File: src/rtl/mem_port_sequencer.sv
`default_nettype none
// ============================================================================
// Module   : mem_port_sequencer
// Purpose  : Owns the single synchronous SRAM port and the core's reset.
//            Shares the port between the core and a host/loader requester,
//            holds the core in reset while the host loads memory, then boots
//            the core by presenting the reset-vector word on the read bus.
//            The core cannot stall, so in RUN it always wins the port and the
//            host only gets the cycles in which the core is idle.
// Ports    : clk, rst_n             clock, async active-low reset
//            core_rst               active-high reset to the core
//            core_mem_*/core_wdata  core request side; core_rdata = sram_rdata
//            core_host_trap         core trap indication
//            host_req/we/addr/size/wdata, host_gnt, host_rvalid, host_rdata
//                                   host request/grant/read-return side
//            host_run, host_halt    start / stop pulses
//            halted, trap_seen      status
//            sram_*                 SRAM port (read data valid 1 cycle later)
// Config   : TRAP_HALT_EN - when defined, a core trap in RUN also halts.
// Sizes    : access size encoding 0=byte, 1=half, 2=word.
// Revision : 1.0 - initial release
// ============================================================================
module mem_port_sequencer #(
    parameter int               WDATA          = 32,
    parameter int               WPTR           = 32,
    parameter logic [WPTR-1:0]  RESET_VEC_ADDR = 32'h0
) (
    input  logic             clk,
    input  logic             rst_n,
    output logic             core_rst,
    input  logic             core_mem_read,
    input  logic             core_mem_wren,
    input  logic [WPTR-1:0]  core_mem_addr,
    input  logic [1:0]       core_mem_size,
    input  logic [WDATA-1:0] core_wdata,
    output logic [WDATA-1:0] core_rdata,
    input  logic             core_host_trap,
    input  logic             host_req,
    input  logic             host_we,
    input  logic [WPTR-1:0]  host_addr,
    input  logic [1:0]       host_size,
    input  logic [WDATA-1:0] host_wdata,
    output logic             host_gnt,
    output logic             host_rvalid,
    output logic [WDATA-1:0] host_rdata,
    input  logic             host_run,
    input  logic             host_halt,
    output logic             halted,
    output logic             trap_seen,
    output logic             sram_read,
    output logic             sram_wren,
    output logic [WPTR-1:0]  sram_addr,
    output logic [1:0]       sram_size,
    output logic [WDATA-1:0] sram_wdata,
    input  logic [WDATA-1:0] sram_rdata
);

    localparam logic [1:0] MEM_W = 2'd2;

    typedef enum logic [1:0] {
        S_HALT = 2'd0,
        S_BOOT = 2'd1,
        S_VEC  = 2'd2,
        S_RUN  = 2'd3
    } state_t;

    state_t state_q, state_d;
    logic   rvalid_q, rvalid_d;
    logic   trap_q,   trap_d;
    logic   core_active;

    assign core_active = core_mem_read | core_mem_wren;

    // Read data is not registered here: the SRAM already delivers it one
    // cycle after the strobe, which is when both consumers expect it.
    assign core_rdata  = sram_rdata;
    assign host_rdata  = sram_rdata;
    assign core_rst    = (state_q != S_RUN);
    assign halted      = (state_q == S_HALT);
    assign host_rvalid = rvalid_q;
    assign trap_seen   = trap_q;

    // ------------------------------------------------------------------
    // Next-state logic (halt has priority over run everywhere)
    // ------------------------------------------------------------------
    always_comb begin
        state_d = state_q;
        case (state_q)
            S_HALT: if (!host_halt && host_run) state_d = S_BOOT;
            S_BOOT: state_d = host_halt ? S_HALT : S_VEC;
            S_VEC:  state_d = host_halt ? S_HALT : S_RUN;
            S_RUN: begin
`ifdef TRAP_HALT_EN
                if (host_halt || core_host_trap) state_d = S_HALT;
`else
                if (host_halt) state_d = S_HALT;
`endif
            end
            default: state_d = S_HALT;
        endcase
    end

    // ------------------------------------------------------------------
    // Port arbitration. The host path is the default routing; BOOT and an
    // active core in RUN override it. Strobes are only raised for a granted
    // requester so the SRAM never sees idle accesses.
    // ------------------------------------------------------------------
    always_comb begin
        host_gnt   = 1'b0;
        sram_read  = 1'b0;
        sram_wren  = 1'b0;
        sram_addr  = host_addr;
        sram_size  = host_size;
        sram_wdata = host_wdata;
        case (state_q)
            S_BOOT: begin
                sram_read = 1'b1;
                sram_addr = RESET_VEC_ADDR;
                sram_size = MEM_W;
            end
            S_RUN: begin
                if (core_active) begin
                    // Write wins if the core ever raises both, keeping the
                    // strobes mutually exclusive.
                    sram_wren  = core_mem_wren;
                    sram_read  = core_mem_read & ~core_mem_wren;
                    sram_addr  = core_mem_addr;
                    sram_size  = core_mem_size;
                    sram_wdata = core_wdata;
                end else begin
                    host_gnt = host_req;
                end
            end
            default: host_gnt = host_req;
        endcase
        if (host_gnt) begin
            sram_read = ~host_we;
            sram_wren = host_we;
        end
    end

    // A trap in the same cycle as a run pulse is kept: it was observed at
    // or after that run.
    always_comb begin
        rvalid_d = host_gnt & ~host_we;
        trap_d   = trap_q;
        if (host_run) trap_d = 1'b0;
        if (state_q == S_RUN && core_host_trap) trap_d = 1'b1;
    end

    always_ff @(posedge clk or negedge rst_n) begin
        if (!rst_n) begin
            state_q  <= S_HALT;
            rvalid_q <= 1'b0;
            trap_q   <= 1'b0;
        end else begin
            state_q  <= state_d;
            rvalid_q <= rvalid_d;
            trap_q   <= trap_d;
        end
    end

endmodule
`default_nettype wire

File: config.mk
export PLATFORM = sky130hd
export DESIGN_NAME = mem_port_sequencer
export DESIGN_NICKNAME = d
export VERILOG_FILES = /design/src/rtl/mem_port_sequencer.sv
export SDC_FILE = /design/constraint.sdc
export NUM_CORES = 1
export LEC_CHECK = 0
export ABC_AREA = 1
export CORE_AREA = 2 2 119 121
export CTS_BUF_LIST = sky130_fd_sc_hd__clkbuf_16
export DETAILED_ROUTE_END_ITERATION = 10
export DIE_AREA = 0 0 121 123
export PLACE_DENSITY = 0.56
export SKIP_LAST_GASP = 1
export SYNTH_ARGS = -nofsm -noshare
export SYNTH_HDL_FRONTEND = slang
export SYNTH_SLANG_ARGS = --single-unit
File: constraint.sdc
create_clock -name clk -period 1.3 [get_ports clk]
set_input_delay 0.13 -clock clk [delete_from_list [all_inputs] [get_ports clk]]
set_output_delay 0.13 -clock clk [all_outputs]
set_load 0.01 [all_outputs]
Word level (Yosys, flattened, before mapping)
Cells that the tools add are included.
{"block": "word_totals", "regBits": 4, "output_inout_bits": 137, "elab_cells": 41}
{"block": "op_classes", "eq_ne": 6, "n_mux": 21, "bitwise": 5, "n_reduce_logical": 6}
{"cell": "two-way mux 32 bit", "count": 3}
{"cell": "case mux 32 bit (2 select lines)", "count": 1}
{"cell": "two-way mux 2 bit", "count": 5}
{"cell": "two-way mux 1 bit", "count": 8}
{"cell": "case mux 2 bit (4 select lines)", "count": 1}
{"cell": "== test 2 bit, second input constant", "count": 2}
{"cell": "!= test 2 bit, second input constant", "count": 2}
{"cell": "case mux 1 bit (2 select lines)", "count": 2}
{"cell": "case mux 2 bit (2 select lines)", "count": 1}
{"cell": "bitwise AND 1 bit", "count": 2}
{"cell": "== test 2 x 1 -> 1 bit, second input constant", "count": 1}
{"cell": "logical AND 1 bit", "count": 2}
{"cell": "logical NOT 2 bit", "count": 1}
{"cell": "!= test 2 x 1 -> 1 bit, second input constant", "count": 1}
{"cell": "inverter 1 bit", "count": 2}
{"cell": "AND reduction 2 bit", "count": 1}
{"cell": "nonzero test 2 bit", "count": 1}
{"cell": "logical NOT 1 bit", "count": 1}
{"cell": "OR 1 bit", "count": 1}

Logic depth before layout (Yosys ltp)
Gate-level depths: netlist (run 1).
{"block": "depth", "ltp_word": 5, "ltp_mapped": 8, "ltp_nobuf": 6}

Worst setup path before layout (run 1)
No wires, ideal clock.
{"block": "synth_path", "kind": "register to output", "start": "register state_q[0]", "end": "output port sram_addr[10]", "arrival_time_ns": 1.111, "required_ns": 1.170, "setup_slack_ns": 0.059, "stages_incl_launch_ff": 9, "cell_sequence": "dfrtp_1 > buf_4 > nand2_1 > inv_2 > nand2_1 > nand2_2 > buf_6 > nand2_1 > nand2_1"}
{"block": "synth_between", "elab_chain_cells": 2, "word_cells_on_any_way": 3, "classes_between": "2 x eq/ne; 1 x mux"}
{"element": "start: declaration", "line": "67", "text": "state_t state_q, state_d;"}
{"element": "start signal: assignment", "line": "157", "text": "state_q <= state_d;"}
{"element": "== test 2 bit / == test 2 x 1 -> 1 bit (equally long branches)", "line": "115", "text": "case (state_q)"}
{"element": "case mux 32 bit (2 select lines) (*)", "line": "115"}
{"element": "end: declaration", "line": "52", "text": "output logic [WPTR-1:0] sram_addr,"}
Mark *: on every way between the ends. The rest lies on a longest branch, timed or not.

Final worst setup path (run 1)
{"block": "layout_path", "start": "register state_q[0]", "end": "output port sram_addr[7]"}
The elaborated chain is that of the path after synthesis.

==> reports/metrics.cfg, run 1 <==
[run_status]
status=finished, violations left
failed_checks=setup timing

[drt]
first_pass_iters=4
first_iter_violations=59
drc=0
ant_nets=0
viasPerCell=3.659
wire_per_inst_um=13.86
wl_um=9300
via_count=2455

[place]
gp_congestion=0.8388
numPortBuffers=213
place_ws_ns=-0.6885
placed_area_um2=3500
dpl.hpwl_um=6072
placedCellCount=640

[synthesis]
synth_cells=311
synth_top_family_by_area=simple AND/OR/NAND/NOR gates
syn_avg_cell_area_um2=5.081
yosysWarnings=0
synth_mux_area_frac=0
synth_compound_area_frac=0.01188
ys_seq_area_frac=0.06334
synth_xor_area_frac=0
syn-num-nets=484
ys_types=15
synth_fa_ha_area_frac=0
ys_ff_latch=4
yosys.area_share.simple=0.5273
syn_area_um2=1580

[timing]
relSlewSlack=0.8488
setup_tns_ns=-21.79
final_hold_viol_count=0
final-setup-viol-count=69
setup_slack_ns=-0.3776
min_period_ns=1.678
fin_crit_sh=1.290
finClkSkew_ns=0.001266
rsz0062_at_grt=yes
max_freq_mhz=596.1
drv_slew=0
tightest_slew_ns=0.2261

[clock_network]
path_clk_slew_ns=0.03
cts_tree=yes
htreeDepth=1
clock_latency_ns=0.22
clockBufferDepth=2
cts.sinks=4
cts-buffers-inserted=3
cts_root_buf=clkbuf_16

[cells_and_area]
instances_no_fill=671
drive_gt1_frac=0.3646
fin_area_um2=3993
nets=666
mostFrequentLayoutCells=nand2_1, clkdlybuf4s50_1, buf_2
final_common_cell=nand2_1
n_antenna_cell=0
synthToLayoutAreaGrowth_pct=152.7

[floorplanning]
start_util=0.1161
die_width_um=121
die_h_um=123
num_rows=43
io_pins=310
core_area_um2=13610
die_area_um2=14880

[grt]
grt_start_max_net_pins=17
grt.total_usage=0.1117
antenna_found_initial=0
grt_pass1_wl_um=12940
gr-total-overflow=0
grt_pass1_vias=2481

[hold_path]
hold_class=input port to asynchronous set/reset pin

[power]
power_per_cell_area_nw_per_um2=496.3
power_uw=1982
p_leak_uw=0.001980
ir_worst_vdd_mv=1.077

[worst_setup_path]
crit_type=flop to output pin
cp-end-kind=output pin
crit_required_ns=1.17
crit_fanout=4
start_kind=flop
crit_arrival_ns=1.55

[flow_run]
maxCapViolations=0

==> per-stage QoR <==
step / util / hold WS [ns]
finish: 0.2933 / 0.1309
global route: 0.2933 / 0.1315
CTS: 0.2918 / 0.1263
detailed placement: 0.2571 / 0.2601
global placement: 0.2571 / 0.2601
floorplan: - / -0.1656
==> power by group <==
part | internal (µW) | switching (µW)
clock | 392 | 80.9
sequential | 135 | 9.29
combinational | 822 | 542
total | 1350 | 633
==> cell families after synthesis <==
kind of cell / count (synthesis)
AOI/OAI and AO/OA: 3
buffers and inverters: 86
and+or+nand+nor: 218
DFF: 4
==> area by class of cell <==
| type | count | area, µm² |
|---|---|---|
| Clock buffer | 3 | 75.07 |
| Tap cell | 180 | 225.2 |
| Sequential cell | 4 | 101.3 |
| Inverter | 8 | 32.53 |
| Fill cell | 1481 | 9619 |
| Multi-Input combinational cell | 221 | 1119 |
| Timing Repair Buffer | 255 | 2440 |
==> state kept, by name, indices dropped and copies added (netlist names) <==
signal       flops
state_q          2
host_rvalid      1
trap_seen        1
==> timing repair <==
action                     in CTS  in global routing
resized for setup             357                 48
gates cloned                   11                  1
pin swaps                       8                 13
hold buffers                    0                  0
buffers inserted               21                  7
setup endpoints to repair      71                 71
==> metal layers <==
| metal | vias to the layer above | global-route usage | routed length (µm) |
|---|---|---|---|
| met1 | 1063 | 0.1354 | 3736 |
| li1 | 1218 | - | - |
| met4 | 0 | 0.01962 | 159 |
| met5 | - | 0 | 0 |
| met2 | 149 | 0.1980 | 4549 |
| met3 | 25 | 0.03229 | 855 |
==> cell usage after synthesis <==
| cell type | count | share of area |
|---|---|---|
| nand2_1 | 207 | 0.49 |
| nor2_1 | 5 | 0.012 |
| buf_6 | 6 | 0.043 |
| dfrtp_1 | 4 | 0.063 |
| buf_4 | 68 | 0.32 |
| nor3b_1 | 1 | 0.0048 |
| o21ai_2 | 1 | 0.0055 |
| inv_1 | 7 | 0.017 |
| nand4_1 | 2 | 0.0079 |
| buf_2 | 4 | 0.013 |
| nor2_2 | 1 | 0.0040 |
| nand3_1 | 1 | 0.0032 |
| nand2_2 | 1 | 0.0040 |
| inv_2 | 1 | 0.0024 |
| o21ai_0 | 2 | 0.0063 |
==> worst max-delay path, cell delays in order (launching register included) <==
cell,delay (ns)
dfrtp_2,0.40
buf_6,0.13
o21ai_4,0.06
nor2_4,0.13
buf_4,0.21
clkbuf_16,0.17
nand2_1,0.05
nand2_1,0.05
buf_2,0.12
==> worst paths after layout <==
check                               start        endpoint  slack (ns)  depth (start not counted)
max in group asynchronous           rst_n      state_q[0]        0.96                          1
hold / removal                      rst_n      state_q[1]        0.13                          1
min in group clk           sram_rdata[20]  host_rdata[20]        0.26                          0
setup / recovery               state_q[0]    sram_addr[7]       -0.38                          8
hold reg to reg                 trap_seen       trap_seen        0.56                          2
setup reg to reg               state_q[0]     host_rvalid        0.05                          7
Note: power is estimated with default switching activity, not from simulation.
==> run 2: changes to the inputs <==
CORE_AREA = 2 2 120 122   (was 2 2 119 121)
DIE_AREA = 0 0 122 124   (was 0 0 121 123)
DONT_BUFFER_PORTS = 1   (was default)
PLACE_DENSITY = 0.3   (was 0.56)
REMOVE_ABC_BUFFERS = 1   (was default)
==> run 2 against run 1 <==
Compared with the run above: the run still ends with setup timing left; non-clock buffer count shrank 232; final cell count shrank 35%; first-iteration DRC count shrank 3.4%; largest power group unchanged.
==> reports/metrics.cfg, run 2 (synthesis gave the netlist of run 1 again) <==
[run_status]
status=finished, violations left
failed_checks=setup timing

[drt]
viasPerCell=4.125
wire_per_inst_um=19.19
wl_um=8425
via_count=1811
ant_nets=0
drc=0
first_iter_violations=57
first_pass_iters=4

[grt]
antenna_found_initial=0
grt_start_max_net_pins=35
use_met2=0.1205
use_met3=0.07738
grt.total_usage=0.08054
grt_busiest_layer=met2
grt_pass1_wl_um=8480
grt_pass1_vias=1331
gr-total-overflow=0
grtUsageMet1=0.08104

[timing]
finClkSkew_ns=0.0006557
relSlewSlack=0.7829
final_hold_viol_count=0
fin_crit_sh=1.175
setup_tns_ns=-12.52
drv_slew=0
tightest_slew_ns=0.3245
final-setup-viol-count=70
setup_slack_ns=-0.2274
max_freq_mhz=654.7
min_period_ns=1.527
rsz0062_at_grt=yes

[cells_and_area]
nets=434
mostFrequentLayoutCells=nand2_1, nand2_2, buf_4
regMostFlops=state_q
synthToLayoutAreaGrowth_pct=13.22
final_common_cell=nand2_1
drive_gt1_frac=0.3359
fin_area_um2=1789
instances_no_fill=439
largest_register_ffs=2
n_antenna_cell=0

[clock_network]
clock_latency_ns=0.22
htreeDepth=1
cts.sinks=4
path_clk_slew_ns=0.03
cts_root_buf=clkbuf_16
cts-buffers-inserted=3
clockBufferDepth=2
cts_tree=yes

[worst_setup_path]
crit_arrival_ns=1.40
r2r_slack_ns=-0.04
reg2reg_to=host_rvalid
r2r_start=state_q[0]
start_kind=flop
crit_type=flop to output pin
cp-end-kind=output pin
crit_fanout=8
reg2regPathDepth=7
crit_required_ns=1.17

[floorplanning]
die_h_um=124
io_pins=310
core_area_um2=13720
die_area_um2=15130
num_rows=43
start_util=0.1152
die_width_um=122

[flow_run]
maxCapViolations=0

[hold_path]
hold_class=input port to flop
hold_depth=1
worstHoldStart=host_run
hold_end=trap_seen

[power]
power_per_cell_area_nw_per_um2=669.2
power_uw=1197
p_leak_uw=0.0009120
ir_worst_vdd_mv=0.4911

[place]
placed_area_um2=1315
dpl.hpwl_um=5799
placedCellCount=420
gp_congestion=0.8164
numPortBuffers=0
place_ws_ns=0.02305

[run 2: final cells by class]
cell class | instances | area (µm²)
clock buffers | 3 | 75.07
inverters | 8 | 30.03
fillers | 1567 | 11930
repair buffers | 23 | 336.6
well taps | 180 | 225.2
multi-input cells | 221 | 1022
flip-flops and latches | 4 | 100.1
[run 2: power by group]
part | internal (µW) | switching (µW) | total [µW]
Clock | 393 | 89.8 | 483
Combinational | 211 | 359 | 570
Sequential | 134 | 9.59 | 144
Total | 739 | 459 | 1200
[run 2: repair_timing]
item / 4_1_cts / 5_1_grt
hold endpoints to repair: 6 / 0
endpoints found under the setup margin: 67 / 70
gates cloned: 1 / 5
resized for setup: 16 / 49
pin swaps: 3 / 13
setup buffers: 6 / 2
hold buffers: 2 / 0
[run 2: worst max path at each step]
stage | from | end | slack, ns | depth (start not counted)
5_1_grt | state_q[0] | sram_wdata[29] | -0.27 | 7
2_1_floorplan | state_q[0] | sram_addr[0] | -0.82 | 4
6_report | state_q[0] | sram_addr[9] | -0.23 | 8
3_3_place_gp | state_q[1] | sram_wdata[15] | 0.07 | 5
3_5_place_dp | state_q[1] | sram_wdata[19] | 0.02 | 5
4_1_cts | state_q[0] | sram_addr[19] | -0.20 | 6
[run 2: worst max-delay path: stages (launching register included)]
cell     delay [ns]
dfrtp_1        0.38
buf_4          0.14
nand2_2        0.06
inv_2          0.07
nand2_2        0.05
nand2_4        0.11
buf_6          0.15
nand2_1        0.07
nand2_1        0.13
[run 2: routing by layer]
layer  share of wire  up-vias
li1                -      753
met1            0.34      792
met2            0.45      256
met3            0.20       10
met4           0.016        0
met5               0        -
[run 2: per-stage QoR]
stage	util	hold WS, ns
2_1_floorplan	-	-0.1656
3_3_place_gp	0.09585	-0.1655
3_5_place_dp	0.09585	-0.1655
4_1_cts	0.1128	0.02091
5_1_grt	0.1304	0.03585
6_report	0.1304	0.02172
